--- src/rtl/neural_layer_dense_if.sv ---
// Handshake and configuration bundle for one dense neural-network layer.
// slave faces the layer itself; master faces the upstream store/controller.
interface neural_layer_dense_if #(
  parameter int W     = 8,
  parameter int N_IN  = 2,
  parameter int N_OUT = 2
);
  localparam int AW    = (N_IN > 1) ? $clog2(N_IN) : 1;
  localparam int DEPTH = N_OUT * (N_IN + 1);
  localparam int CAW   = (DEPTH > 1) ? $clog2(DEPTH) : 1;

  logic                 req;
  logic                 in_req;
  logic [AW-1:0]        in_addr;
  logic [W-1:0]         in_data;
  logic                 cfg_we;
  logic [CAW-1:0]       cfg_addr;
  logic [W-1:0]         cfg_data;
  logic                 busy;
  logic                 ack_layer;
  logic                 out_valid;
  logic [N_OUT*W-1:0]   out_data;

  modport slave (
    input  req, in_data, cfg_we, cfg_addr, cfg_data,
    output in_req, in_addr, busy, ack_layer, out_valid, out_data
  );

  modport master (
    output req, in_data, cfg_we, cfg_addr, cfg_data,
    input  in_req, in_addr, busy, ack_layer, out_valid, out_data
  );
endinterface

--- src/rtl/neural_layer_dense.sv ---
// Fixed-point dense layer: N_OUT parallel lanes, each accumulating N_IN
// weighted inputs fetched serially, adding a bias, then saturating and
// applying the selected activation. Weights/biases live in a store that
// survives reset and is only writable while idle.
module neural_layer_dense #(
  parameter int W     = 8,
  parameter int F     = 4,
  parameter int N_IN  = 2,
  parameter int N_OUT = 2,
  parameter int ACT   = 0
) (
  input  logic                 clk,
  input  logic                 rst,
  neural_layer_dense_if.slave  bus
);
  localparam int AW    = (N_IN > 1) ? $clog2(N_IN) : 1;
  localparam int DEPTH = N_OUT * (N_IN + 1);
  localparam int CAW   = (DEPTH > 1) ? $clog2(DEPTH) : 1;
  localparam int ACC   = 2 * W + $clog2(N_IN) + 1;

  localparam logic [AW-1:0]          LAST_IDX = AW'(N_IN - 1);
  localparam logic signed [ACC-1:0]  SAT_MAX  = $signed({{(ACC-W+1){1'b0}}, {(W-1){1'b1}}});
  localparam logic signed [ACC-1:0]  SAT_MIN  = $signed({{(ACC-W+1){1'b1}}, {(W-1){1'b0}}});
  localparam logic signed [W-1:0]    ONE_Q    = $signed({{(W-1){1'b0}}, 1'b1} << F);

  typedef enum logic [2:0] {
    ST_IDLE  = 3'd0,
    ST_FETCH = 3'd1,
    ST_DRAIN = 3'd2,
    ST_BIAS  = 3'd3,
    ST_ACT   = 3'd4,
    ST_DONE  = 3'd5
  } state_t;

  state_t               state_r;
  logic                 in_req_r;
  logic [AW-1:0]        in_addr_r;
  logic                 busy_r;
  logic                 ack_r;
  logic                 out_valid_r;
  logic [N_OUT*W-1:0]   out_data_r;

  // Parameter store: entry o*(N_IN+1)+i is weight i of neuron o, i = N_IN is its bias.
  logic signed [W-1:0]  w_mem [DEPTH];

  // One-cycle-delayed view of the fetch: data for index smp_idx_r is on in_data now.
  logic                 smp_v_r;
  logic [AW-1:0]        smp_idx_r;
  logic signed [ACC-1:0] acc_r [N_OUT];

  logic                   start_s;
  logic                   cfg_wr_s;
  logic [CAW-1:0]         widx_s     [N_OUT];
  logic [CAW-1:0]         bidx_s     [N_OUT];
  logic signed [2*W-1:0]  prod_s     [N_OUT];
  logic signed [2*W-1:0]  prod_sh_s  [N_OUT];
  logic signed [ACC-1:0]  prod_ext_s [N_OUT];
  logic signed [ACC-1:0]  bias_ext_s [N_OUT];
  logic signed [W-1:0]    sat_s      [N_OUT];
  logic signed [W-1:0]    act_s      [N_OUT];
  logic [N_OUT*W-1:0]     act_vec_s;

  assign start_s  = (state_r == ST_IDLE) && bus.req;
  assign cfg_wr_s = (state_r == ST_IDLE) && bus.cfg_we && (32'(bus.cfg_addr) < DEPTH);

  assign bus.in_req    = in_req_r;
  assign bus.in_addr   = in_addr_r;
  assign bus.busy      = busy_r;
  assign bus.ack_layer = ack_r;
  assign bus.out_valid = out_valid_r;
  assign bus.out_data  = out_data_r;

  // Per-lane product alignment, bias alignment, saturation and activation.
  always_comb begin
    act_vec_s = '0;
    for (int o = 0; o < N_OUT; o++) begin
      widx_s[o]     = CAW'(o * (N_IN + 1)) + CAW'(smp_idx_r);
      bidx_s[o]     = CAW'(o * (N_IN + 1) + N_IN);
      prod_s[o]     = (2*W)'($signed(bus.in_data)) * (2*W)'(w_mem[widx_s[o]]);
      prod_sh_s[o]  = prod_s[o] >>> F;
      prod_ext_s[o] = ACC'(prod_sh_s[o]);
      bias_ext_s[o] = ACC'(w_mem[bidx_s[o]]);
      if (acc_r[o] > SAT_MAX) begin
        sat_s[o] = $signed({1'b0, {(W-1){1'b1}}});
      end else if (acc_r[o] < SAT_MIN) begin
        sat_s[o] = $signed({1'b1, {(W-1){1'b0}}});
      end else begin
        sat_s[o] = acc_r[o][W-1:0];
      end
      case (ACT)
        32'd1:   act_s[o] = sat_s[o][W-1] ? '0 : sat_s[o];
        32'd2:   act_s[o] = sat_s[o][W-1] ? '0 : ONE_Q;
        default: act_s[o] = sat_s[o];
      endcase
      act_vec_s[o*W +: W] = act_s[o];
    end
  end

  // Sequencer: walks the fetch addresses, then drain/bias/activate/done, with registered outputs.
  always_ff @(posedge clk) begin
    if (!rst) begin
      state_r     <= ST_IDLE;
      in_req_r    <= 1'b0;
      in_addr_r   <= '0;
      busy_r      <= 1'b0;
      ack_r       <= 1'b0;
      out_valid_r <= 1'b0;
      out_data_r  <= '0;
    end else begin
      case (state_r)
        ST_IDLE: begin
          ack_r <= 1'b0;
          if (bus.req) begin
            state_r     <= ST_FETCH;
            in_req_r    <= 1'b1;
            in_addr_r   <= '0;
            busy_r      <= 1'b1;
            out_valid_r <= 1'b0;
          end else begin
            state_r  <= ST_IDLE;
            in_req_r <= 1'b0;
            busy_r   <= 1'b0;
          end
        end
        ST_FETCH: begin
          if (in_addr_r == LAST_IDX) begin
            state_r   <= ST_DRAIN;
            in_req_r  <= 1'b0;
            in_addr_r <= '0;
          end else begin
            in_addr_r <= in_addr_r + AW'(1'b1);
          end
        end
        ST_DRAIN: state_r <= ST_BIAS;
        ST_BIAS:  state_r <= ST_ACT;
        ST_ACT: begin
          state_r     <= ST_DONE;
          ack_r       <= 1'b1;
          out_valid_r <= 1'b1;
          out_data_r  <= act_vec_s;
        end
        ST_DONE: begin
          state_r <= ST_IDLE;
          ack_r   <= 1'b0;
          busy_r  <= 1'b0;
        end
        default: begin
          state_r  <= ST_IDLE;
          in_req_r <= 1'b0;
          busy_r   <= 1'b0;
          ack_r    <= 1'b0;
        end
      endcase
    end
  end

  // Lane accumulators: clear on start, add each sampled product, then the bias.
  always_ff @(posedge clk) begin
    if (!rst) begin
      smp_v_r   <= 1'b0;
      smp_idx_r <= '0;
      for (int o = 0; o < N_OUT; o++) acc_r[o] <= '0;
    end else begin
      smp_v_r   <= (state_r == ST_FETCH);
      smp_idx_r <= in_addr_r;
      for (int o = 0; o < N_OUT; o++) begin
        if (start_s) begin
          acc_r[o] <= '0;
        end else if (smp_v_r) begin
          acc_r[o] <= acc_r[o] + prod_ext_s[o];
        end else if (state_r == ST_BIAS) begin
          acc_r[o] <= acc_r[o] + bias_ext_s[o];
        end else begin
          acc_r[o] <= acc_r[o];
        end
      end
    end
  end

  // Parameter store write port: idle-only, in-range, never cleared by reset.
  always_ff @(posedge clk) begin
    if (rst && cfg_wr_s) begin
      w_mem[bus.cfg_addr] <= bus.cfg_data;
    end
  end
endmodule

--- src/flat_wrapper.sv ---
// flat-port wrapper written by rule: the top's interface ports become plain ports
module neural_layer_dense_flat 
#(
  parameter int W     = 8,
  parameter int F     = 4,
  parameter int N_IN  = 2,
  parameter int N_OUT = 2,
  parameter int ACT   = 0
)
  (clk, rst, bus_req, bus_in_data, bus_cfg_we, bus_cfg_addr, bus_cfg_data, bus_in_req, bus_in_addr, bus_busy, bus_ack_layer, bus_out_valid, bus_out_data);
  neural_layer_dense_if #(.W(W), .N_IN(N_IN), .N_OUT(N_OUT)) bus_i ();
  input  logic clk;
  input  logic rst;
  input wire logic [$bits(bus_i.req)-1:0] bus_req;
  input wire logic [$bits(bus_i.in_data)-1:0] bus_in_data;
  input wire logic [$bits(bus_i.cfg_we)-1:0] bus_cfg_we;
  input wire logic [$bits(bus_i.cfg_addr)-1:0] bus_cfg_addr;
  input wire logic [$bits(bus_i.cfg_data)-1:0] bus_cfg_data;
  output wire logic [$bits(bus_i.in_req)-1:0] bus_in_req;
  output wire logic [$bits(bus_i.in_addr)-1:0] bus_in_addr;
  output wire logic [$bits(bus_i.busy)-1:0] bus_busy;
  output wire logic [$bits(bus_i.ack_layer)-1:0] bus_ack_layer;
  output wire logic [$bits(bus_i.out_valid)-1:0] bus_out_valid;
  output wire logic [$bits(bus_i.out_data)-1:0] bus_out_data;
  assign bus_i.req = bus_req;
  assign bus_i.in_data = bus_in_data;
  assign bus_i.cfg_we = bus_cfg_we;
  assign bus_i.cfg_addr = bus_cfg_addr;
  assign bus_i.cfg_data = bus_cfg_data;
  assign bus_in_req = bus_i.in_req;
  assign bus_in_addr = bus_i.in_addr;
  assign bus_busy = bus_i.busy;
  assign bus_ack_layer = bus_i.ack_layer;
  assign bus_out_valid = bus_i.out_valid;
  assign bus_out_data = bus_i.out_data;
  neural_layer_dense #(.W(W), .F(F), .N_IN(N_IN), .N_OUT(N_OUT), .ACT(ACT)) u_core (.clk(clk), .rst(rst), .bus(bus_i));
endmodule
--- config.mk ---
export PLATFORM = sky130hd
export DESIGN_NAME = neural_layer_dense_flat
export DESIGN_NICKNAME = d
export VERILOG_FILES = /design/src/rtl/neural_layer_dense_if.sv /design/src/rtl/neural_layer_dense.sv /design/src/flat_wrapper.sv
export SDC_FILE = /design/constraint.sdc
export NUM_CORES = 1
export LEC_CHECK = 0
export BUFFER_PORTS_ARGS = -buffer_cell sky130_fd_sc_hd__buf_2
export CORE_MARGIN = 1.5
export CORE_UTILIZATION = 65
export CTS_CLUSTER_DIAMETER = 100
export CTS_CLUSTER_SIZE = 30
export DETAILED_ROUTE_END_ITERATION = 10
export GPL_TIMING_DRIVEN = 0
export PLACE_DENSITY = 0.8
export SLEW_MARGIN = 10
export SYNTH_ARGS = -nofsm -noshare
export SYNTH_HDL_FRONTEND = slang
export SYNTH_SLANG_ARGS = --single-unit
--- constraint.sdc ---
create_clock -name clk -period 15.2 [get_ports clk]
set_clock_uncertainty 0.15 [all_clocks]
set_input_delay 2.28 -clock clk [delete_from_list [all_inputs] [get_ports clk]]
set_output_delay 2.28 -clock clk [all_outputs]
set_load 0.01 [all_outputs]
==> results.py, run 1 <==
metrics = {
    "setup_path": {
        "start_kind": "input port",
        "cpPeakStageDelay_ns": 0.53,
        "path_max_fanout": 10,
        "crit_path_end_kind": "flip-flop",
        "critPathRequiredTime_ns": 15.13,
        "arrival_ns": 9.37,
        "cp_slowest_cell": "fa_1",
        "crit_top_cell": "inv_1",
        "rrSetupSlack_ns": 6.58,
        "crit_type": "input port to flip-flop",
    },
    "synth": {
        "syn-num-nets": 1418,
        "yosys-top-cells-area": "edfxtp_1, fa_1, ha_1, inv_1, dfxtp_1",
        "synth_top_area_share_pct": 22.2,
        "synth_seq_cells": 110,
        "synth_edf_count": 84,
        "yosysUniqueCellTypes": 64,
        "synth_area_per_cell_sq_um": 9.66,
        "yosysMostFrequentCell": "inv_1",
        "netlist_instances": 1177,
        "async_reset_ff_share_pct": 0,
        "yosysSeqAreaShare_pct": 26.8,
        "synth_ff_type": "edfxtp_1",
        "synth_common_cells": "inv_1, fa_1, ha_1, nand2_1, edfxtp_1",
        "yosysTopAreaCell": "edfxtp_1",
        "synthesis.area_sq_um": 11400,
        "yosys_warnings": 0,
    },
    "route": {
        "drtIter0Drc": 595,
        "route.detailed.drc": 0,
        "vias": 8331,
        "routedWlPerCell_um": 16.3,
        "drt-total-wl_mm": 23.8,
        "ant_nets": 0,
        "avgViaCountPerCell": 5.71,
        "drtPass1Iterations": 5,
    },
    "clocking": {
        "cts_made_buffers": 9,
        "root_buffer": "clkbuf_16",
        "cts_hold_buffers": 0,
        "cts_sinks": 110,
        "post-cts-setup-buffer-count": 0,
        "postCtsResizedCells": 0,
        "clockBufferDepth": 2,
        "clk_latency_ns": 0.35,
        "cts_tree": "done",
        "cts.clk_slew.worst_paths_ns": 0.08,
        "htree_levels": 3,
    },
    "timing": {
        "fin_setup_tns_ns": 0,
        "period_share_pct": 62.1,
        "period_needed_ns": 9.44,
        "slew_violations": 0,
        "timing.fmax_mhz": 106,
        "hold_viol_final": 0,
        "worst_pin_slew_ns": 1.15,
        "rsz0062_at_grt": "false",
        "worst_slack_ns": 5.76,
        "slew_headroom_pct": 22.6,
        "setup_viol": 0,
    },
    "final_layout": {
        "diodes": 0,
        "synthToLayoutAreaGrowth_pct": 7.20,
        "multiInputGateArea_sq_um": 7540,
        "fillers": 1315,
        "regArea_sq_um": 3040,
        "finalNonFillerCells": 1460,
        "drive_above_1_share_pct": 6.88,
        "nets": 1471,
    },
    "job": {
        "max-cap-violations": 0,
    },
    "global_routing": {
        "grt_max_degree": 19,
        "antenna_found_initial": 0,
        "grt_pass1_wl_mm": 39.5,
        "grtUsageTotal_pct": 27.4,
        "grt_pass1_vias": 8275,
        "grt.overflow.total": 0,
    },
    "place": {
        "place_inst": 1444,
        "dp_slack_ns": 5.34,
        "hpwl_mm": 19.4,
        "io_buffers": 42,
        "gp_congestion": 0.975,
    },
    "status": {
        "status": "finished, final reports clean",
    },
    "power_and_ir_drop": {
        "vdd_drop_max_v": 0.000315,
        "power_density_nw_per_um2": 213,
        "power.leakage_uw": 0.00546,
        "power_uw": 2590,
    },
    "die": {
        "die_w_um": 135,
        "dieHeight_um": 135,
        "core_sq_um": 17200,
        "initial_utilization_pct": 66.2,
        "num_rows": 48,
        "io_pins": 44,
        "dieArea_sq_um": 18300,
    },
    "hold_path": {
        "hp-class": "flip-flop to flip-flop",
    },
}
-- routing by layer --
| metal | global-route usage (%) | part of all wire [%] | vias to the layer above | wire (um) |
|---|---|---|---|---|
| li1 | - | - | 4059 | - |
| met1 | 36.9 | 43 | 4016 | 10300 |
| met2 | 47.7 | 50 | 218 | 11900 |
| met3 | 2.99 | 4.5 | 38 | 1060 |
| met4 | 6.87 | 2.2 | 0 | 517 |
| met5 | 0 | 0 | - | 0 |
-- metrics by stage --
stage / hold WS, ns / utilization [%] / area, sq um
after floorplan: 0.335 / - / 11400
after global placement: 0.296 / 69.0 / 11900
after detailed placement: 0.305 / 69.0 / 11900
after CTS: 0.313 / 70.9 / 12200
after global routing: 0.333 / 70.9 / 12200
final: 0.313 / 70.9 / 12200
-- report_power, final --
| part | leakage, uW | internal [uW] | total, uW | switching, uW |
|---|---|---|---|---|
| Sequential | 0.00104 | 382 | 417 | 34.5 |
| Clock | 0.000156 | 145 | 255 | 110 |
| Combinational | 0.00426 | 834 | 1920 | 1090 |
| Total | 0.00546 | 1360 | 2590 | 1230 |
-- state kept, by name (all words and copies together) (netlist names) --
signal                cells
u_core.w_mem             48
u_core.smp_v_r            1
u_core.bus.out_valid      1
u_core.smp_idx_r          1
u_core.acc_r             36
u_core.bus.ack_layer      1
u_core.bus.out_data      16
u_core.state_r            3
u_core.bus.busy           1
u_core.bus.in_addr        1
u_core.bus.in_req         1
-- layout make-up --
type | count | share of cell area [%]
clock inverters | 7 | 0.780
clock buffers | 9 | 1.85
well taps | 225 | 2.31
flip-flops and latches | 110 | 25.0
multi-input cells | 856 | 61.9
plain buffers | 24 | 0.739
repair buffers | 42 | 1.72
inverters | 187 | 5.76
-- worst paths after layout --
kind / startpoint / endpoint / cells after the start
setup / recovery: bus_in_data[7] / u_core.acc_r[0][17] / 29
hold / removal: u_core.bus.out_data[14] / u_core.bus.out_data[14] / 2
setup reg to reg: u_core.smp_idx_r / u_core.acc_r[0][17] / 28
hold reg to reg: u_core.bus.out_data[14] / u_core.bus.out_data[14] / 2
-- placed cells by master (no fill, tap or decap), types with 42 or more instances in the layout --
master	count
fa_1	111
nor2b_1	52
buf_2	42
inv_1	187
ha_1	107
a21oi_1	46
edfxtp_1	84
nand2_1	91
nor2_1	67
xnor2_1	46
-- cells by family (layout without fill, tap and decap cells) --
logic type	Yosys count	in the layout	synth area share [%]
buf+inv	211	269	6.97
simple gates	338	338	15.1
flops	110	110	26.8
fa+ha+maj	218	218	31.3
compound gates	208	208	12.2
xor+xnor	73	73	5.81
mux	19	19	1.76
-- critical path: cells and delay by family --
family          cells  cell delay (ns)
fa+ha+maj           6             2.72
compound gates      8             1.74
buf+inv             7             0.92
xor+xnor            3             0.86
simple gates        5             0.84
Power figures use the tool's default switching activity.
==> run 2: changes to the inputs <==
--- a/config.mk
+++ b/config.mk
@@ -7,12 +7,12 @@
 export LEC_CHECK = 0
 export BUFFER_PORTS_ARGS = -buffer_cell sky130_fd_sc_hd__buf_2
 export CORE_MARGIN = 1.5
-export CORE_UTILIZATION = 65
+export CORE_UTILIZATION = 64
 export CTS_CLUSTER_DIAMETER = 100
 export CTS_CLUSTER_SIZE = 30
 export DETAILED_ROUTE_END_ITERATION = 10
 export GPL_TIMING_DRIVEN = 0
-export PLACE_DENSITY = 0.8
+export PLACE_DENSITY = 0.79
 export SLEW_MARGIN = 10
 export SYNTH_ARGS = -nofsm -noshare
 export SYNTH_HDL_FRONTEND = slang
==> constraint.sdc (replaced) <==
create_clock -name clk -period 9.7 [get_ports clk]
set_clock_uncertainty 0.15 [all_clocks]
set_input_delay 1.455 -clock clk [delete_from_list [all_inputs] [get_ports clk]]
set_output_delay 1.455 -clock clk [all_outputs]
set_load 0.01 [all_outputs]
==> results.py, run 2 (synthesis gave the netlist of run 1 again) <==
metrics = {
    "status": {
        "status": "finished, final reports clean",
    },
    "final_layout": {
        "final_cell_mix": "inv_1, fa_1, ha_1",
        "fillers": 1331,
        "regArea_sq_um": 3040,
        "top_register": "u_core.w_mem",
        "multiInputGateArea_sq_um": 7540,
        "layout_commonest_cell": "inv_1",
        "finalNonFillerCells": 1460,
        "drive_above_1_share_pct": 6.72,
        "nets": 1471,
        "largest_register_ffs": 48,
        "synthToLayoutAreaGrowth_pct": 6.93,
        "diodes": 0,
    },
    "die": {
        "io_pins": 44,
        "die_w_um": 136,
        "dieHeight_um": 136,
        "dieArea_sq_um": 18600,
        "initial_utilization_pct": 65.5,
        "core_sq_um": 17400,
        "num_rows": 48,
    },
    "clocking": {
        "cts_made_buffers": 9,
        "cts_hold_buffers": 0,
        "cts_sinks": 110,
        "cts_tree": "done",
        "root_buffer": "clkbuf_16",
        "post-cts-setup-buffer-count": 0,
        "cts.clk_slew.worst_paths_ns": 0.07,
        "clockBufferDepth": 2,
        "htree_levels": 3,
        "clk_latency_ns": 0.34,
        "postCtsResizedCells": 0,
    },
    "route": {
        "ant_nets": 0,
        "wl_met1_mm": 10.2,
        "drt-total-wl_mm": 24.0,
        "routed.top_layer": "met4",
        "wl_met3_mm": 1.22,
        "avgViaCountPerCell": 5.72,
        "wl_met2_mm": 12.1,
        "drtPass1Iterations": 5,
        "drtIter0Drc": 588,
        "vias": 8356,
        "routedWlPerCell_um": 16.5,
        "route.detailed.drc": 0,
    },
    "job": {
        "max-cap-violations": 0,
    },
    "power_and_ir_drop": {
        "vdd_drop_max_v": 0.000476,
        "power.leakage_uw": 0.00544,
        "power_uw": 4030,
        "power_density_nw_per_um2": 331,
    },
    "timing": {
        "fin_setup_tns_ns": 0,
        "setup_viol": 0,
        "worst_pin_slew_ns": 1.08,
        "slew_violations": 0,
        "period_needed_ns": 8.66,
        "rsz0062_at_grt": "false",
        "timing.fmax_mhz": 115,
        "period_share_pct": 89.3,
        "hold_viol_final": 0,
        "worst_slack_ns": 1.04,
        "slew_headroom_pct": 27.4,
    },
    "place": {
        "dp_slack_ns": 0.636,
        "gp_congestion": 0.948,
        "hpwl_mm": 19.5,
        "io_buffers": 42,
        "place_inst": 1444,
    },
    "hold_path": {
        "hp-class": "flip-flop to flip-flop",
        "hold_path_depth": 2,
        "min_to": "u_core.bus.out_data[2]",
        "hp-start": "u_core.bus.out_data[2]",
    },
    "setup_path": {
        "start_kind": "input port",
        "r2r_end": "u_core.acc_r[0][17]",
        "cp_slowest_cell": "fa_1",
        "r2r_cells": 28,
        "cpPeakStageDelay_ns": 0.53,
        "crit_top_cell": "inv_1",
        "path_max_fanout": 10,
        "crit_path_end_kind": "flip-flop",
        "r2r-start": "u_core.smp_idx_r",
        "rrSetupSlack_ns": 1.07,
        "crit_type": "input port to flip-flop",
        "arrival_ns": 8.58,
        "critPathRequiredTime_ns": 9.62,
    },
    "global_routing": {
        "grt_pass1_vias": 8384,
        "grt_pass1_wl_mm": 39.6,
        "grtUsageTotal_pct": 27.2,
        "grt_max_degree": 19,
        "grt.overflow.total": 0,
        "antenna_found_initial": 0,
    },
}
==> run 2: changes by cell type in the layout (fill, tap and decap cells not counted), sizes merged <==
cell | previous run | this run
bufinv | 2 | 1
clkinv | 2 | 3
inv | 189 | 188
clkbuf | 32 | 33
==> run 2: worst max-delay path by stage <==
stage	slack, ns	startpoint	cells past startpoint	endpoint
floorplan	1.97	bus_in_data[7]	28	u_core.acc_r[0][17]
global placement	0.76	bus_in_data[7]	29	u_core.acc_r[0][17]
detailed placement	0.64	bus_in_data[7]	29	u_core.acc_r[0][17]
CTS	0.96	u_core.smp_idx_r	28	u_core.acc_r[0][17]
global route	0.44	u_core.smp_idx_r	27	u_core.acc_r[1][16]
finish	1.04	bus_in_data[7]	29	u_core.acc_r[0][17]
==> run 2: per-layer routing <==
layer  up-vias  global-route usage, %
met5         -                      0
met4         0                   7.27
met1      4036                   35.2
met3        40                   3.47
met2       222                   48.0
li1       4058                      -
==> run 2: worst max-delay path: cells and delay by family <==
kind,cells,cell delay [ns]
compound gates,8,1.74
fa+ha+maj,6,2.70
buf+inv,7,0.97
simple gates,5,0.83
xor+xnor,3,0.83
==> run 2: stage by stage <==
stage / hold slack [ns] / util (%) / cell area, sq um
after floorplan: 0.335 / - / 11400
after CTS: 0.312 / 70.0 / 12200
final: 0.308 / 70.0 / 12200
after detailed placement: 0.302 / 68.3 / 11900
after global routing: 0.346 / 70.0 / 12200
after global placement: 0.301 / 68.3 / 11900
==> run 2: final cells by class <==
class | instances | area share (%)
well taps | 225 | 2.32
multi-input cells | 856 | 62.0
plain buffers | 24 | 0.741
clock inverters | 6 | 0.504
inverters | 187 | 5.77
flip-flops and latches | 110 | 25.0
repair buffers | 42 | 1.73
clock buffers | 10 | 1.88
==> run 2: power breakdown <==
| group | internal (uW) | switching [uW] |
|---|---|---|
| sequential | 599 | 54.5 |
| clock | 200 | 163 |
| combinational | 1310 | 1700 |
| total | 2110 | 1920 |
==> run 3: changes to the inputs <==
--- a/config.mk
+++ b/config.mk
@@ -11,7 +11,6 @@
 export CTS_CLUSTER_DIAMETER = 100
 export CTS_CLUSTER_SIZE = 30
 export DETAILED_ROUTE_END_ITERATION = 10
-export GPL_TIMING_DRIVEN = 0
 export PLACE_DENSITY = 0.79
 export SLEW_MARGIN = 10
 export SYNTH_ARGS = -nofsm -noshare
==> constraint.sdc (replaced) <==
create_clock -name clk -period 8.05 [get_ports clk]
set_clock_uncertainty 0.15 [all_clocks]
set_input_delay 1.2075 -clock clk [delete_from_list [all_inputs] [get_ports clk]]
set_output_delay 1.2075 -clock clk [all_outputs]
set_load 0.01 [all_outputs]
==> results.py, run 3 (synthesis gave the netlist of run 1 again) <==
metrics = {
    "power_and_ir_drop": {
        "power_density_nw_per_um2": 402,
        "power_uw": 4900,
        "power.leakage_uw": 0.00548,
        "vdd_drop_max_v": 0.000653,
    },
    "status": {
        "status": "finished, final reports clean",
    },
    "place": {
        "placed_area_sq_um": 11900,
        "gp_congestion": 0.931,
        "hpwl_mm": 18.6,
        "io_buffers": 43,
    },
    "route": {
        "drtPass1Iterations": 5,
        "drtIter0Drc": 402,
        "drt-total-wl_mm": 23.2,
        "ant_nets": 0,
        "vias": 8255,
        "routedWlPerCell_um": 16.0,
        "route.detailed.drc": 0,
        "avgViaCountPerCell": 5.69,
    },
    "die": {
        "core_sq_um": 17400,
        "die_w_um": 136,
        "dieHeight_um": 136,
        "dieArea_sq_um": 18600,
        "io_pins": 44,
        "initial_utilization_pct": 65.5,
        "num_rows": 48,
    },
    "setup_path": {
        "rrSetupSlack_ns": 0.61,
        "critPathRequiredTime_ns": 7.98,
        "crit_type": "input port to flip-flop",
        "r2r-start": "u_core.smp_idx_r",
        "path_max_fanout": 12,
        "arrival_ns": 7.46,
        "r2r_cells": 26,
        "start_kind": "input port",
        "r2r_end": "u_core.acc_r[1][16]",
        "crit_path_end_kind": "flip-flop",
    },
    "timing": {
        "slew_headroom_pct": 21.8,
        "slew_violations": 0,
        "rsz0062_at_grt": "false",
        "worst_pin_slew_ns": 1.17,
        "hold_slack_ns": 0.312,
        "period_needed_ns": 7.53,
        "fin_setup_tns_ns": 0,
        "period_share_pct": 93.5,
        "timing.fmax_mhz": 133,
        "hold_viol_final": 0,
        "setup_viol": 0,
    },
    "global_routing": {
        "grt.overflow.total": 0,
        "grt_pass1_vias": 8222,
        "grt_pass1_wl_mm": 38.6,
        "antenna_found_initial": 0,
        "grt_max_degree": 36,
        "grtUsageTotal_pct": 26.4,
    },
    "final_layout": {
        "diodes": 0,
        "drive_above_1_share_pct": 8.24,
        "final_cell_mix": "inv_1, fa_1, ha_1",
        "fin_area_sq_um": 12200,
        "layout_commonest_cell": "inv_1",
        "largest_register_ffs": 48,
        "nets": 1462,
        "synthToLayoutAreaGrowth_pct": 7.11,
        "fin_util_pct": 70.2,
        "top_register": "u_core.w_mem",
    },
    "clocking": {
        "cts_hold_buffers": 0,
        "clk_latency_ns": 0.36,
        "cts_tree": "done",
        "root_buffer": "clkbuf_16",
        "htree_levels": 3,
        "cts.clk_slew.worst_paths_ns": 0.08,
        "cts_made_buffers": 9,
        "cts_sinks": 110,
        "clockBufferDepth": 2,
    },
    "hold_path": {
        "hp-class": "flip-flop to flip-flop",
        "min_to": "u_core.bus.out_data[2]",
        "hp-start": "u_core.bus.out_data[2]",
        "hold_path_depth": 2,
    },
    "job": {
        "max-cap-violations": 0,
    },
}
## run 3: cell types whose count changed in the layout (fill, tap and decap cells not counted), moves of 2 or more
cell        delta
clkbuf_1      -24
buf_4         +14
clkinvlp_4     +2
inv_6          +2
## run 3: layer usage
metal | wire length, um | part of all wire (%) | up-vias | GRT usage (%)
met5 | 0 | 0 | - | 0
met2 | 11600 | 50 | 192 | 46.4
met4 | 569 | 2.4 | 0 | 8.16
met3 | 812 | 3.5 | 45 | 3.50
met1 | 10300 | 44 | 3972 | 33.9
li1 | - | - | 4046 | -
## run 3: timing repair
item | in CTS | in global routing
resized for setup | 0 | 1
endpoints found under the setup margin | 0 | 5
setup buffers | 0 | 1
## run 3: per-stage QoR
step / std cells / setup WS [ns]
floorplan: 1177 / 0.563
global placement: 1434 / 0.180
detailed placement: 1434 / -0.0702
CTS: 1450 / 0.320
global route: 1451 / 0.101
finish: 1451 / 0.520
## run 3: how the worst max path moves through the flow
stage | start | to | slack (ns)
global placement | bus_in_data[7] | u_core.acc_r[0][17] | 0.18
floorplan | bus_in_data[7] | u_core.acc_r[0][17] | 0.56
detailed placement | bus_in_data[7] | u_core.acc_r[0][17] | -0.07
CTS | bus_in_data[7] | u_core.acc_r[0][17] | 0.32
finish | bus_in_data[7] | u_core.acc_r[0][17] | 0.52
global route | bus_in_data[7] | u_core.acc_r[0][17] | 0.10
## run 3: cell type report
cell class              instances  area (sq um)
clock buffers                   9           225
clock inverters                 7          61.3
fillers                      1292          5180
inverters                     187           702
multi-input cells             856          7540
flip-flops and latches        110          3040
well taps                     225           282
repair buffers                 57           320
## run 3: critical path: stages
cell and delay, ns:
buf_2 0.20, inv_1 0.18, nor2_1 0.18, inv_1 0.09, fa_1 0.48, fa_1 0.51, inv_1 0.05, fa_1 0.47
inv_1 0.05, fa_1 0.52, inv_1 0.04, ha_1 0.32, a21oi_1 0.24, o21bai_1 0.11, a21oi_1 0.22, o21ai_0 0.10
a21oi_1 0.23, xnor2_1 0.16, ha_1 0.32, a21o_1 0.22, a21oi_1 0.18, o21ai_0 0.18, nor2b_1 0.18, a221oi_1 0.35
a31oi_1 0.17, xor2_1 0.23, xnor2_1 0.16, o22ai_1 0.10
## run 3: where the power goes
part           internal, uW  switching [uW]
clock network           216             221
logic                  1600            2080
registers               721            65.7
total                  2540            2360
